<file path="src/rtl/axi_pack.sv">
// Shared AXI read-channel types and helpers for the read arbiter slice.
package axi_pack;

    localparam int AXI_ADDR_W = 32;

    typedef logic [7:0] len_t;
    typedef logic [2:0] size_t;
    typedef logic [1:0] burst_t;
    typedef logic [1:0] resp_t;

    typedef struct packed {
        logic [AXI_ADDR_W-1:0] addr;
        len_t                  len;
        size_t                 size;
        burst_t                burst;
    } ar_chan_t;

    typedef enum logic {
        AR_IDLE = 1'b0,
        AR_HOLD = 1'b1
    } ar_state_t;

    // (base + off) mod n, valid for base < n and off < n
    function automatic int unsigned wrap_idx(int unsigned base, int unsigned off, int unsigned n);
        int unsigned s;
        s = base + off;
        return (s >= n) ? s - n : s;
    endfunction

endpackage

</file>
<file path="src/rtl/axi_rd_order_fifo.sv">
// Grant-order FIFO: remembers which requester owns each outstanding read burst.
module axi_rd_order_fifo #(
    parameter int DEPTH = 4,
    parameter int W     = 1
) (
    input  logic         clk_i,
    input  logic         rst_i,
    input  logic         push_i,
    input  logic         pop_i,
    input  logic [W-1:0] data_i,
    output logic         full_o,
    output logic         empty_o,
    output logic [W-1:0] head_o
);

    localparam int PTR_W = (DEPTH > 1) ? $clog2(DEPTH) : 1;

    logic [W-1:0]     r_mem [DEPTH];
    logic [PTR_W-1:0] r_wr_ptr;
    logic [PTR_W-1:0] r_rd_ptr;
    logic [PTR_W:0]   r_count;

    logic w_push;
    logic w_pop;

    assign full_o  = (r_count == (PTR_W+1)'(DEPTH));
    assign empty_o = (r_count == '0);
    assign head_o  = r_mem[r_rd_ptr];

    // a full FIFO refuses a push even if a pop frees a slot in the same cycle
    assign w_push = push_i & ~full_o;
    assign w_pop  = pop_i & ~empty_o;

    always_ff @(posedge clk_i) begin
        if (w_push) begin
            r_mem[r_wr_ptr] <= data_i;
        end
    end

    always_ff @(posedge clk_i) begin
        if (rst_i) begin
            r_wr_ptr <= '0;
            r_rd_ptr <= '0;
            r_count  <= '0;
        end else begin
            if (w_push) begin
                r_wr_ptr <= (r_wr_ptr == PTR_W'(DEPTH-1)) ? '0 : r_wr_ptr + 1'b1;
            end
            if (w_pop) begin
                r_rd_ptr <= (r_rd_ptr == PTR_W'(DEPTH-1)) ? '0 : r_rd_ptr + 1'b1;
            end
            case ({w_push, w_pop})
                2'b10:   r_count <= r_count + 1'b1;
                2'b01:   r_count <= r_count - 1'b1;
                default: r_count <= r_count;
            endcase
        end
    end

endmodule

</file>
<file path="src/rtl/axi_rd_arbiter.sv">
// Shares one AXI read master among NUM_REQ requesters; R bursts are steered back in grant order.
// Define AXI_RD_ARB_FIXED_PRIO_EN for fixed priority (lowest index wins) instead of round-robin.
//   state   | meaning
//   AR_IDLE | output AR register empty, m_arvalid_o=0
//   AR_HOLD | output AR register holds a request, m_arvalid_o=1
module axi_rd_arbiter
    import axi_pack::*;
#(
    parameter int NUM_REQ     = 2,
    parameter int ADDR_W      = 32,
    parameter int DATA_W      = 32,
    parameter int OUTSTANDING = 4
) (
    input  logic                             clk_i,
    input  logic                             rst_i,

    input  logic [NUM_REQ-1:0]               s_arvalid_i,
    output logic [NUM_REQ-1:0]               s_arready_o,
    input  logic [NUM_REQ-1:0][ADDR_W-1:0]   s_araddr_i,
    input  len_t   [NUM_REQ-1:0]             s_arlen_i,
    input  size_t  [NUM_REQ-1:0]             s_arsize_i,
    input  burst_t [NUM_REQ-1:0]             s_arburst_i,

    output logic [NUM_REQ-1:0]               s_rvalid_o,
    input  logic [NUM_REQ-1:0]               s_rready_i,
    output logic [DATA_W-1:0]                s_rdata_o,
    output resp_t                            s_rresp_o,
    output logic                             s_rlast_o,

    output logic                             m_arvalid_o,
    input  logic                             m_arready_i,
    output logic [ADDR_W-1:0]                m_araddr_o,
    output len_t                             m_arlen_o,
    output size_t                            m_arsize_o,
    output burst_t                           m_arburst_o,

    input  logic                             m_rvalid_i,
    output logic                             m_rready_o,
    input  logic [DATA_W-1:0]                m_rdata_i,
    input  resp_t                            m_rresp_i,
    input  logic                             m_rlast_i
);

    localparam int IDX_W = (NUM_REQ > 1) ? $clog2(NUM_REQ) : 1;

    ar_state_t          r_state;
    ar_chan_t           r_ar;
    logic [IDX_W-1:0]   r_ptr;

    logic [2*NUM_REQ-1:0] w_rot;
    logic                 w_found;
    logic [IDX_W-1:0]     w_grant_idx;
    logic [IDX_W-1:0]     w_ptr_next;
    logic                 w_ar_free;
    logic                 w_accept;
    ar_chan_t             w_ar_next;

    logic                 w_fifo_full;
    logic                 w_fifo_empty;
    logic [IDX_W-1:0]     w_head;
    logic                 w_pop;

    // rotate so bit 0 is the requester at the pointer, then take the first set bit
    assign w_rot = {s_arvalid_i, s_arvalid_i} >> r_ptr;

    always_comb begin
        w_found     = 1'b0;
        w_grant_idx = '0;
        for (int k = 0; k < NUM_REQ; k++) begin
            if (!w_found && w_rot[k]) begin
                w_found     = 1'b1;
                w_grant_idx = IDX_W'(wrap_idx(32'(r_ptr), k, NUM_REQ));
            end
        end
    end

    assign w_ar_free   = (r_state == AR_IDLE) | m_arready_i;
    assign w_accept    = w_found & w_ar_free & ~w_fifo_full;
    assign s_arready_o = w_accept ? (NUM_REQ'(1) << w_grant_idx) : '0;
    assign w_ptr_next  = (w_grant_idx == IDX_W'(NUM_REQ-1)) ? '0 : w_grant_idx + 1'b1;

    always_comb begin
        w_ar_next       = '0;
        w_ar_next.addr  = AXI_ADDR_W'(s_araddr_i[w_grant_idx]);
        w_ar_next.len   = s_arlen_i[w_grant_idx];
        w_ar_next.size  = s_arsize_i[w_grant_idx];
        w_ar_next.burst = s_arburst_i[w_grant_idx];
    end

    always_ff @(posedge clk_i) begin
        if (rst_i) begin
            r_state <= AR_IDLE;
            r_ar    <= '0;
            r_ptr   <= '0;
        end else begin
            case (r_state)
                AR_IDLE: if (w_accept) r_state <= AR_HOLD;
                AR_HOLD: if (m_arready_i && !w_accept) r_state <= AR_IDLE;
            endcase
            if (w_accept) begin
                r_ar  <= w_ar_next;
`ifdef AXI_RD_ARB_FIXED_PRIO_EN
                r_ptr <= '0;
`else
                r_ptr <= w_ptr_next;
`endif
            end
        end
    end

    assign m_arvalid_o = (r_state == AR_HOLD);
    assign m_araddr_o  = r_ar.addr[ADDR_W-1:0];
    assign m_arlen_o   = r_ar.len;
    assign m_arsize_o  = r_ar.size;
    assign m_arburst_o = r_ar.burst;

    axi_rd_order_fifo #(
        .DEPTH (OUTSTANDING),
        .W     (IDX_W)
    ) u_order_fifo (
        .clk_i   (clk_i),
        .rst_i   (rst_i),
        .push_i  (w_accept),
        .pop_i   (w_pop),
        .data_i  (w_grant_idx),
        .full_o  (w_fifo_full),
        .empty_o (w_fifo_empty),
        .head_o  (w_head)
    );

    assign m_rready_o = ~w_fifo_empty & s_rready_i[w_head];
    assign s_rvalid_o = (~w_fifo_empty & m_rvalid_i) ? (NUM_REQ'(1) << w_head) : '0;
    assign s_rdata_o  = m_rdata_i;
    assign s_rresp_o  = m_rresp_i;
    assign s_rlast_o  = m_rlast_i;
    assign w_pop      = m_rvalid_i & m_rready_o & m_rlast_i;

endmodule

</file>
<file path="config.mk">
export PLATFORM = sky130hd
export DESIGN_NAME = axi_rd_arbiter
export DESIGN_NICKNAME = d
export VERILOG_FILES = /design/src/rtl/axi_pack.sv /design/src/rtl/axi_rd_order_fifo.sv /design/src/rtl/axi_rd_arbiter.sv
export SDC_FILE = /design/constraint.sdc
export NUM_CORES = 1
export LEC_CHECK = 0
export CAP_MARGIN = 10
export CORE_UTILIZATION = 35
export CTS_BUF_LIST = sky130_fd_sc_hd__clkbuf_4
export DETAILED_ROUTE_END_ITERATION = 12
export PLACE_DENSITY = 0.91
export SLEW_MARGIN = 20
export SYNTH_ARGS = -nofsm -noshare
export SYNTH_HDL_FRONTEND = slang
export SYNTH_SLANG_ARGS = --single-unit
</file>
<file path="constraint.sdc">
create_clock -name clk_i -period 3.19 [get_ports clk_i]
set_input_delay 0.638 -clock clk_i [delete_from_list [all_inputs] [get_ports clk_i]]
set_output_delay 0.638 -clock clk_i [all_outputs]
set_load 0.005 [all_outputs]
</file>
==> out/qor.txt, run 1 <==
Status = finished, final reports clean
Tot GR Track Use = 0.1624
Syn Inst Count = 313
Switching power = 0.5626 mW
Dpl hpwl = 5.310 mm
Top-Level Pins = 219
Layout Utilization = 0.5341
Initial DRC count = 38
Final Skew = 7.369 ps
Fillers = 749
Post-synthesis compound-gate area fraction = 0.1369
Total chip power = 1.953 mW
Grt ovf = 0
Area leader, netlist = dfxtp_1
Htree depth = 3
Final Max Tran Viols = 0
Mux contribution to synthesized area = 0.1709
Setup TNS = 0 ps
Max FO, Critical Path = 6
Cell count of the worst hold path = 2
Row cnt = 33
Slowest CP cell = clkdlybuf4s50_1
Via count = 2563
Worst EP arrival = 2270 ps
DP Cell Count = 516
Worst slew pin tran = 863.7 ps
Register area share after synthesis = 0.4154
Post-synth top cells = 58 x nor2_1, 56 x dfxtp_1, 45 x a211oi_1, 45 x mux2i_1, 36 x buf_4
Adder-Cell Fraction of Synth Area = 0.03183
Post CTS Setup Buffer Count = 0
Setup crit end kind = output pin
Ys flop type = dfxtp_1
#FFs+latches synth = 60
Final hold violations = 0
Number of cells on the critical path = 6
Latest clock arrival within the worst-skew pair = 380 ps
Die height = 94.40 um
Most common cell in the netlist = nor2_1
Largest net degree at the start of global routing = 97
Ys Warns = 0
WP data required = 2550 ps
CP Capture Point = s_arready_o[1]
Register area = 0.001241 sq mm
Min Hold Slack = 503.5 ps
# DRC = 0
Area share of the largest cell type after synthesis = 0.3752
Cell area after technology mapping = 0.002988 sq mm
Antenna cells = 0
Initial Utilization = 0.3618
Die area = 0.008910 sq mm
Setup Crit Path Kind = in2out
Core ar. = 0.008258 sq mm
Internal = 1.391 mW
Initial antenna violation count = 0
Synth Area in XOR/XNOR = 0.005863
Slew headroom = 0.4242
HP Class = reg2reg
CTS Hold Bufs = 0
Synth top area cells = dfxtp_1 38%, mux2i_1 15%, a211oi_1 11%, buf_4 9.0%, nor2_1 7.3%
Combinational family with the most area after synthesis = multiplexers
Launch point of the worst path = s_arvalid_i[1]
Max Cap Viol = 0
Final Setup Violations = 0
Top delay family on crit path = buffers and inverters
Net Sw Frac = 0.2880
Placer congestion estimate = 0.7447
Max Clock Freq = 343.5 MHz
Simple-gate portion of the synthesized area = 0.1043
CTS tree = built
Die Wd = 94.40 um
Clock power share = 0.225
Clk buf depth = 2
Routed wire per std cell = 13.53 um
RR Endpoint = u_order_fifo.r_count[2]
Fin crit period = 2911 ps
Static Leak = 1.860 nW
Clock Sinks = 60
Unrepaired setup endpoints after global routing = false
Ys async rst share = 0
FF-to-FF setup slack = 470 ps
Syn Nets = 453
Share of layout cells above drive strength 1 = 0.06089
CTS Buf Count = 9
Vias/cell = 4.818
Sequential power share = 0.460
Global-route wire length before repair = 11.24 mm
Area grow syn2layout = 47.61%
Final nets = 562
Final period utilization = 0.9127
Resized Gates After CTS = 0
Biggest cell delay along the critical path = 530 ps
CTS clock-pin slew for the worst setup and hold paths = 90 ps
Antenna Nets Post-Route = 0
Port Buffers = 150
Pwr/cell area = 442.9 mW/mm^2
Max VDD drop = 0.1814 mV
Post-Route WL = 7.198 mm
Cell variety after synth = 29
CP Launch Type = input port
Cell depth of the worst flop-to-flop path = 9
Area of the multi-input gates = 0.001363 sq mm
Layout Cells excl Fill = 532
CP cell instances = clkdlybuf4s50_1 -> nor2_1 -> a211oi_4 -> inv_2 -> nor2_1 -> clkdlybuf4s50_1
Bufs and invs on worst path = 3
Logic pwr share = 0.314
Syn avg cell area = 9.546 sq um
Number of enable flip-flop cells after synthesis = 4
Root Driver = clkbuf_4
TritonRoute pass-1 iters = 4
Number of global-route vias before repair = 2472
==> worst min-delay path: cells and delay by family, from the launching register on <==
kind	cells	cell delay (ps)
flip-flops	1	320
AND/OR/NAND/NOR	1	90
AO/OA/AOI/OAI	1	50
==> final cells by class <==
type,instances,share of cell area
clock buffers,12,0.02043
clock inverters,4,0.003972
inverters,11,0.009362
multi-input cells,186,0.3089
flip-flops and latches,60,0.2814
well taps,105,0.02979
repair buffers,154,0.3461
==> registers in the layout, indices dropped and copies added (netlist names), named ones only <==
register               count
m_arlen_o                  8
m_araddr_o                32
u_order_fifo.r_wr_ptr      2
m_arsize_o                 3
m_arburst_o                2
u_order_fifo.r_mem         4
m_arvalid_o                1
r_ptr                      1
u_order_fifo.r_rd_ptr      2
u_order_fifo.r_count       3
==> routing by layer <==
metal	vias to the layer above	GRT usage	routed length (um)	share of wire
met5	-	0	0	0
met4	0	0.08590	159	0.022
met3	20	0.03945	465	0.065
met2	94	0.2862	3774	0.52
met1	1174	0.1795	2800	0.39
li1	1275	-	-	-
==> metrics by stage <==
stage / area [sq um] / setup WS [ps]
final: 4410 / 278.6
after detailed placement: 4303 / 288.7
after global placement: 4303 / 319.4
after global routing: 4410 / 144.1
after floorplan: 2988 / 647.9
after CTS: 4410 / 277.0
==> cells in the final DEF (no fill, tap or decap), drive strengths merged <==
master | netlist | final
clkinv | 0 | 4
nor3 | 3 | 3
o21ai | 3 | 3
or3 | 2 | 2
xor2 | 2 | 2
a211oi | 46 | 46
dfxtp | 56 | 56
nor2 | 58 | 58
mux4 | 1 | 1
a31o | 1 | 1
nand2b | 1 | 1
o311a | 1 | 1
fa | 1 | 1
clkdlybuf4s50 | 0 | 149
and2 | 4 | 4
nand2 | 3 | 3
mux2i | 46 | 46
buf | 49 | 5
edfxtp | 4 | 4
nor2b | 2 | 2
inv | 11 | 11
clkbuf | 7 | 12
a21oi | 5 | 5
ha | 6 | 6
mux2 | 1 | 1
==> kinds of logic (layout without fill, tap and decap cells) <==
family | count (synthesis) | after routing
AND/OR/NAND/NOR | 73 | 73
buffers and inverters | 67 | 181
adder cells (fa/ha/maj) | 7 | 7
flip-flops | 60 | 60
XOR/XNOR | 2 | 2
multiplexers | 48 | 48
AO/OA/AOI/OAI | 56 | 56
==> worst min-delay path by stage <==
stage | startpoint | end | slack [ps]
detailed placement | m_araddr_o[3] | m_araddr_o[3] | 490
finish | m_arlen_o[3] | m_arlen_o[3] | 500
global route | m_arsize_o[0] | m_arsize_o[0] | 530
floorplan | u_order_fifo.r_wr_ptr[1] | u_order_fifo.r_wr_ptr[1] | 470
global placement | m_arlen_o[5] | m_arlen_o[5] | 480
CTS | m_araddr_o[3] | m_araddr_o[3] | 510
==> power groups by stage <==
stage               clock network [mW]  logic (mW)  registers (mW)
global placement                     0       0.602           0.912
CTS                              0.467       0.622           0.900
floorplan                            0       0.317           0.916
finish                           0.440       0.614           0.899
global route                     0.506       0.673           0.911
detailed placement                   0       0.619           0.916
Note: power is estimated with default switching activity, not from simulation.
==> inputs of run 2 (changes only) <==
CORE_ASPECT_RATIO = 1.1   (was default)
==> out/qor.txt, run 2 (synthesis results as in run 1) <==
Initial Utilization = 0.3697
Resized Gates After CTS = 0
RR Endpoint = u_order_fifo.r_count[2]
Final worst slack = 282.2 ps
Clk buf depth = 2
Unrepaired setup endpoints after global routing = false
Final period utilization = 0.9115
TritonRoute pass-1 iters = 4
Static Leak = 1.901 nW
Clock Sinks = 60
Final hold violations = 0
Placed Area = 0.004307 sq mm
Worst EP arrival = 2270 ps
Logic pwr share = 0.269
Internal = 1.698 mW
CTS clock-pin slew for the worst setup and hold paths = 110 ps
Initial DRC count = 21
Pwr/cell area = 505.8 mW/mm^2
Post CTS Setup Buffer Count = 0
Post-Route WL = 7.331 mm
Max reg flops = 32
Biggest cell delay along the critical path = 520 ps
Routed wire per std cell = 13.70 um
Net Sw Frac = 0.2571
CTS tree = built
Die Wd = 90.10 um
Dpl hpwl = 5.619 mm
Die height = 98.91 um
Most common cell after layout, fill and taps aside = clkdlybuf4s50_1
Global-route wire length before repair = 12.21 mm
Antenna Nets Post-Route = 0
CP cell instances = clkdlybuf4s50_1 -> nor2_1 -> a211oi_4 -> inv_2 -> nor2_1 -> clkdlybuf4s50_1
Max Clock Freq = 343.9 MHz
Switching power = 0.5876 mW
Top-Level Pins = 219
CP Launch Type = input port
Share of layout cells above drive strength 1 = 0.06557
Max Cap Viol = 0
Root Driver = clkbuf_4
Die area = 0.008911 sq mm
Port Buffers = 150
Worst slew pin tran = 887.7 ps
Slowest CP cell = clkdlybuf4s50_1
Top delay family on crit path = buffers and inverters
Tot GR Track Use = 0.1718
Max VDD drop = 0.2400 mV
Area of all placed cells without fillers = 0.004518 sq mm
Final Max Tran Viols = 0
Number of global-route vias before repair = 2642
Latest clock arrival within the worst-skew pair = 400 ps
Worst Min Path Start = m_araddr_o[25]
Sequential power share = 0.395
Placer congestion estimate = 0.7670
Setup Crit Path Kind = in2out
Number of cells on the critical path = 6
Reg-to-Reg Start = u_order_fifo.r_mem[3]
Most frequent cells in the layout = 149 x clkdlybuf4s50_1, 58 x nor2_1, 56 x dfxtp_1, 45 x mux2i_1, 45 x a211oi_1
Antenna cells = 0
HP Class = reg2reg
Fin crit period = 2908 ps
Launch point of the worst path = s_arvalid_i[1]
Final Setup Violations = 0
Final Skew = 26.72 ps
Vias/cell = 4.800
FF-to-FF setup slack = 510 ps
CTS Hold Bufs = 0
Cell count of the worst hold path = 2
Setup crit end kind = output pin
Core ar. = 0.008083 sq mm
Largest net degree at the start of global routing = 97
Htree depth = 3
Max FO, Critical Path = 6
CTS Buf Count = 9
Setup TNS = 0 ps
Row cnt = 34
Status = finished, final reports clean
Clock power share = 0.336
Min Hold Slack = 502.2 ps
Grt ovf = 0
Bufs and invs on worst path = 3
Area grow syn2layout = 51.21%
Setup WS pre-CTS = 284.3 ps
Slew headroom = 0.4082
Cell depth of the worst flop-to-flop path = 9
Hold endpoint = m_araddr_o[25]
# DRC = 0
Initial antenna violation count = 0
Via count = 2568
Final nets = 562
WP data required = 2550 ps
-- run 2: through the flow --
step,total power [mW],util,cells
after global routing,2.413,0.5590,535
after global placement,1.516,0.5328,519
after CTS,2.313,0.5590,535
after floorplan,1.233,-,313
after detailed placement,1.539,0.5328,519
final,2.285,0.5590,535
-- run 2: worst min-delay path, cell delays in order, from the launching register on --
cell	delay (ps)
dfxtp_1	320
nor2_1	90
a211oi_1	50
-- run 2: metal layers --
| metal | track usage | vias up | share of wire |
|---|---|---|---|
| li1 | - | 1279 | - |
| met1 | 0.1778 | 1160 | 0.38 |
| met2 | 0.3053 | 118 | 0.52 |
| met3 | 0.06173 | 11 | 0.080 |
| met4 | 0.08933 | 0 | 0.018 |
| met5 | 0 | - | 0 |
-- run 2: power by group through the flow --
stage	Clock [mW]	Sequential, mW	Combinational [mW]
after floorplan	0	0.916	0.317
after global placement	0	0.912	0.604
after detailed placement	0	0.919	0.620
after CTS	0.788	0.902	0.623
after global routing	0.822	0.915	0.676
final	0.768	0.902	0.615
-- run 2: final cells by class --
cell class / instances / area, sq um
Fill cell: 713 / 3565
Inverter: 11 / 41.29
Sequential cell: 60 / 1241
Clock inverter: 6 / 136.4
Timing Repair Buffer: 154 / 1526
Multi-Input combinational cell: 186 / 1363
Clock buffer: 10 / 75.07
Tap cell: 108 / 135.1
-- run 2: worst max-delay path by stage --
stage                                    to  slack (ps)
floorplan           u_order_fifo.r_count[2]         650
global placement             s_arready_o[1]         320
detailed placement           s_arready_o[1]         280
CTS                          s_arready_o[1]         270
global route                 s_arready_o[1]         200
finish                       s_arready_o[1]         280
==> inputs of run 3 (changes only) <==
--- a/config.mk
+++ b/config.mk
@@ -11,4 +11,5 @@
 export CTS_BUF_LIST = sky130_fd_sc_hd__clkbuf_4
 export DETAILED_ROUTE_END_ITERATION = 12
+export GPL_ROUTABILITY_DRIVEN = 0
 export PLACE_DENSITY = 0.91
 export SLEW_MARGIN = 20
==> constraint.sdc (replaced) <==
create_clock -name clk_i -period 3.19 [get_ports clk_i]
set_input_delay 0.638 -clock clk_i [delete_from_list [all_inputs] [get_ports clk_i]]
set_output_delay 0.638 -clock clk_i [all_outputs]
set_load 0.05 [all_outputs]
==> out/qor.txt, run 3 (synthesis results as in run 1) <==
Bufs and invs on worst path = 1
Fin crit period = 3069 ps
Max Clock Freq = 325.8 MHz
Root Driver = clkbuf_4
Slew headroom = 0.4233
Max FO, Critical Path = 3
Htree depth = 3
Via count = 2568
Resized Gates After CTS = 0
Max Cap Viol = 0
Setup TNS = 0 ps
Initial Utilization = 0.3697
Most frequent cells in the layout = 147 x clkdlybuf4s50_1, 58 x nor2_1, 56 x dfxtp_1, 45 x mux2i_1, 45 x a211oi_1
CP cell instances = mux4_2 -> mux2i_4 -> nor2_1 -> clkdlybuf4s50_1
CTS Buf Count = 9
Setup crit end kind = output pin
Die height = 98.91 um
Biggest cell delay along the critical path = 800 ps
Top delay family on crit path = buffers and inverters
WP data required = 2550 ps
Max reg flops = 32
Tot GR Track Use = 0.1749
TritonRoute pass-1 iters = 4
Number of global-route vias before repair = 2669
Setup Crit Path Kind = reg2out
Dpl hpwl = 5.759 mm
Slowest CP cell = clkdlybuf4s50_1
Static Leak = 1.857 nW
Core ar. = 0.008083 sq mm
Final nets = 561
Min Hold Slack = 500.2 ps
Max VDD drop = 0.2696 mV
Grt ovf = 0
Clock Sinks = 60
Initial DRC count = 40
Die Wd = 90.10 um
Vias/cell = 4.818
CTS Hold Bufs = 0
Area of the multi-input gates = 0.001363 sq mm
Final Skew = 14.16 ps
Final period utilization = 0.9621
Post CTS Setup Buffer Count = 0
Final hold violations = 0
Port Buffers = 150
Status = finished, final reports clean
Area grow syn2layout = 47.86%
Die area = 0.008911 sq mm
Worst EP arrival = 2430 ps
Worst slew pin tran = 865.0 ps
Antenna cells = 0
Fillers = 706
Global-route wire length before repair = 12.33 mm
HP Class = reg2reg
Unrepaired setup endpoints after global routing = false
Final Max Tran Viols = 0
Largest net degree at the start of global routing = 97
Latest clock arrival within the worst-skew pair = 390 ps
Top-Level Pins = 219
Initial antenna violation count = 0
Routed wire per std cell = 13.87 um
CP Launch Type = flip-flop
Share of layout cells above drive strength 1 = 0.06118
# DRC = 0
Register area = 0.001241 sq mm
CTS tree = built
Pwr/cell area = 499.9 mW/mm^2
Antenna Nets Post-Route = 0
Post-Route WL = 7.392 mm
Most common cell after layout, fill and taps aside = clkdlybuf4s50_1
Row cnt = 34
CTS clock-pin slew for the worst setup and hold paths = 90 ps
Clk buf depth = 2
Final Setup Violations = 0
run 3: cell types whose count changed in the layout (fill, tap and decap cells not counted), sizes merged:
cell,before,now
buf,5,6
bufinv,4,0
clkbuf,10,9
clkdlybuf4s50,149,147
clkinv,1,4
inv,11,12
run 3: cell type report:
class | count | share of cell area
tap | 108 | 0.03059
clock inverter | 6 | 0.007080
clock buffer | 9 | 0.01529
timing repair buffer | 153 | 0.3483
sequential | 60 | 0.2809
inverter | 11 | 0.009346
multi-input combinational | 186 | 0.3084
run 3: where the power goes:
group | switching, mW | total (mW) | internal [mW]
combinational | 0.524 | 0.893 | 0.368
clock | 0.267 | 0.415 | 0.148
sequential | 0.0528 | 0.901 | 0.848
run 3: worst paths after layout:
check | startpoint | end | slack (ps) | cells after the start
worst max-delay path | u_order_fifo.r_mem[0] | m_rready_o | 120 | 4
worst min-delay path | m_araddr_o[12] | m_araddr_o[12] | 500 | 2
worst max register to register | u_order_fifo.r_mem[0] | u_order_fifo.r_count[2] | 450 | 9
worst min register to register | m_araddr_o[12] | m_araddr_o[12] | 500 | 2
run 3: routing by layer:
metal,track usage,vias up,wire [um]
met5,0,-,0
met4,0.1030,0,222
li1,-,1278,-
met3,0.06250,21,611
met1,0.1676,1142,2573
met2,0.3218,127,3984
run 3: through the flow:
step / utilization / worst slack, ps / total power, mW / cell area, sq um / std cells
6_report: 0.5466 / 120.8 / 2.208 / 4418 / 533
4_1_cts: 0.5466 / 70.32 / 2.240 / 4418 / 533
2_1_floorplan: - / 533.2 / 1.586 / 2988 / 313
3_3_place_gp: 0.5344 / 392.7 / 1.796 / 4319 / 518
3_5_place_dp: 0.5344 / 314.2 / 1.820 / 4319 / 518
5_1_grt: 0.5466 / 26.11 / 2.333 / 4418 / 533
run 3: tightest hold or removal path, delay by kind of cell (launching register included):
kind | cells | cell delay (ps)
flops | 1 | 320
simple gates | 1 | 90
compound gates | 1 | 50
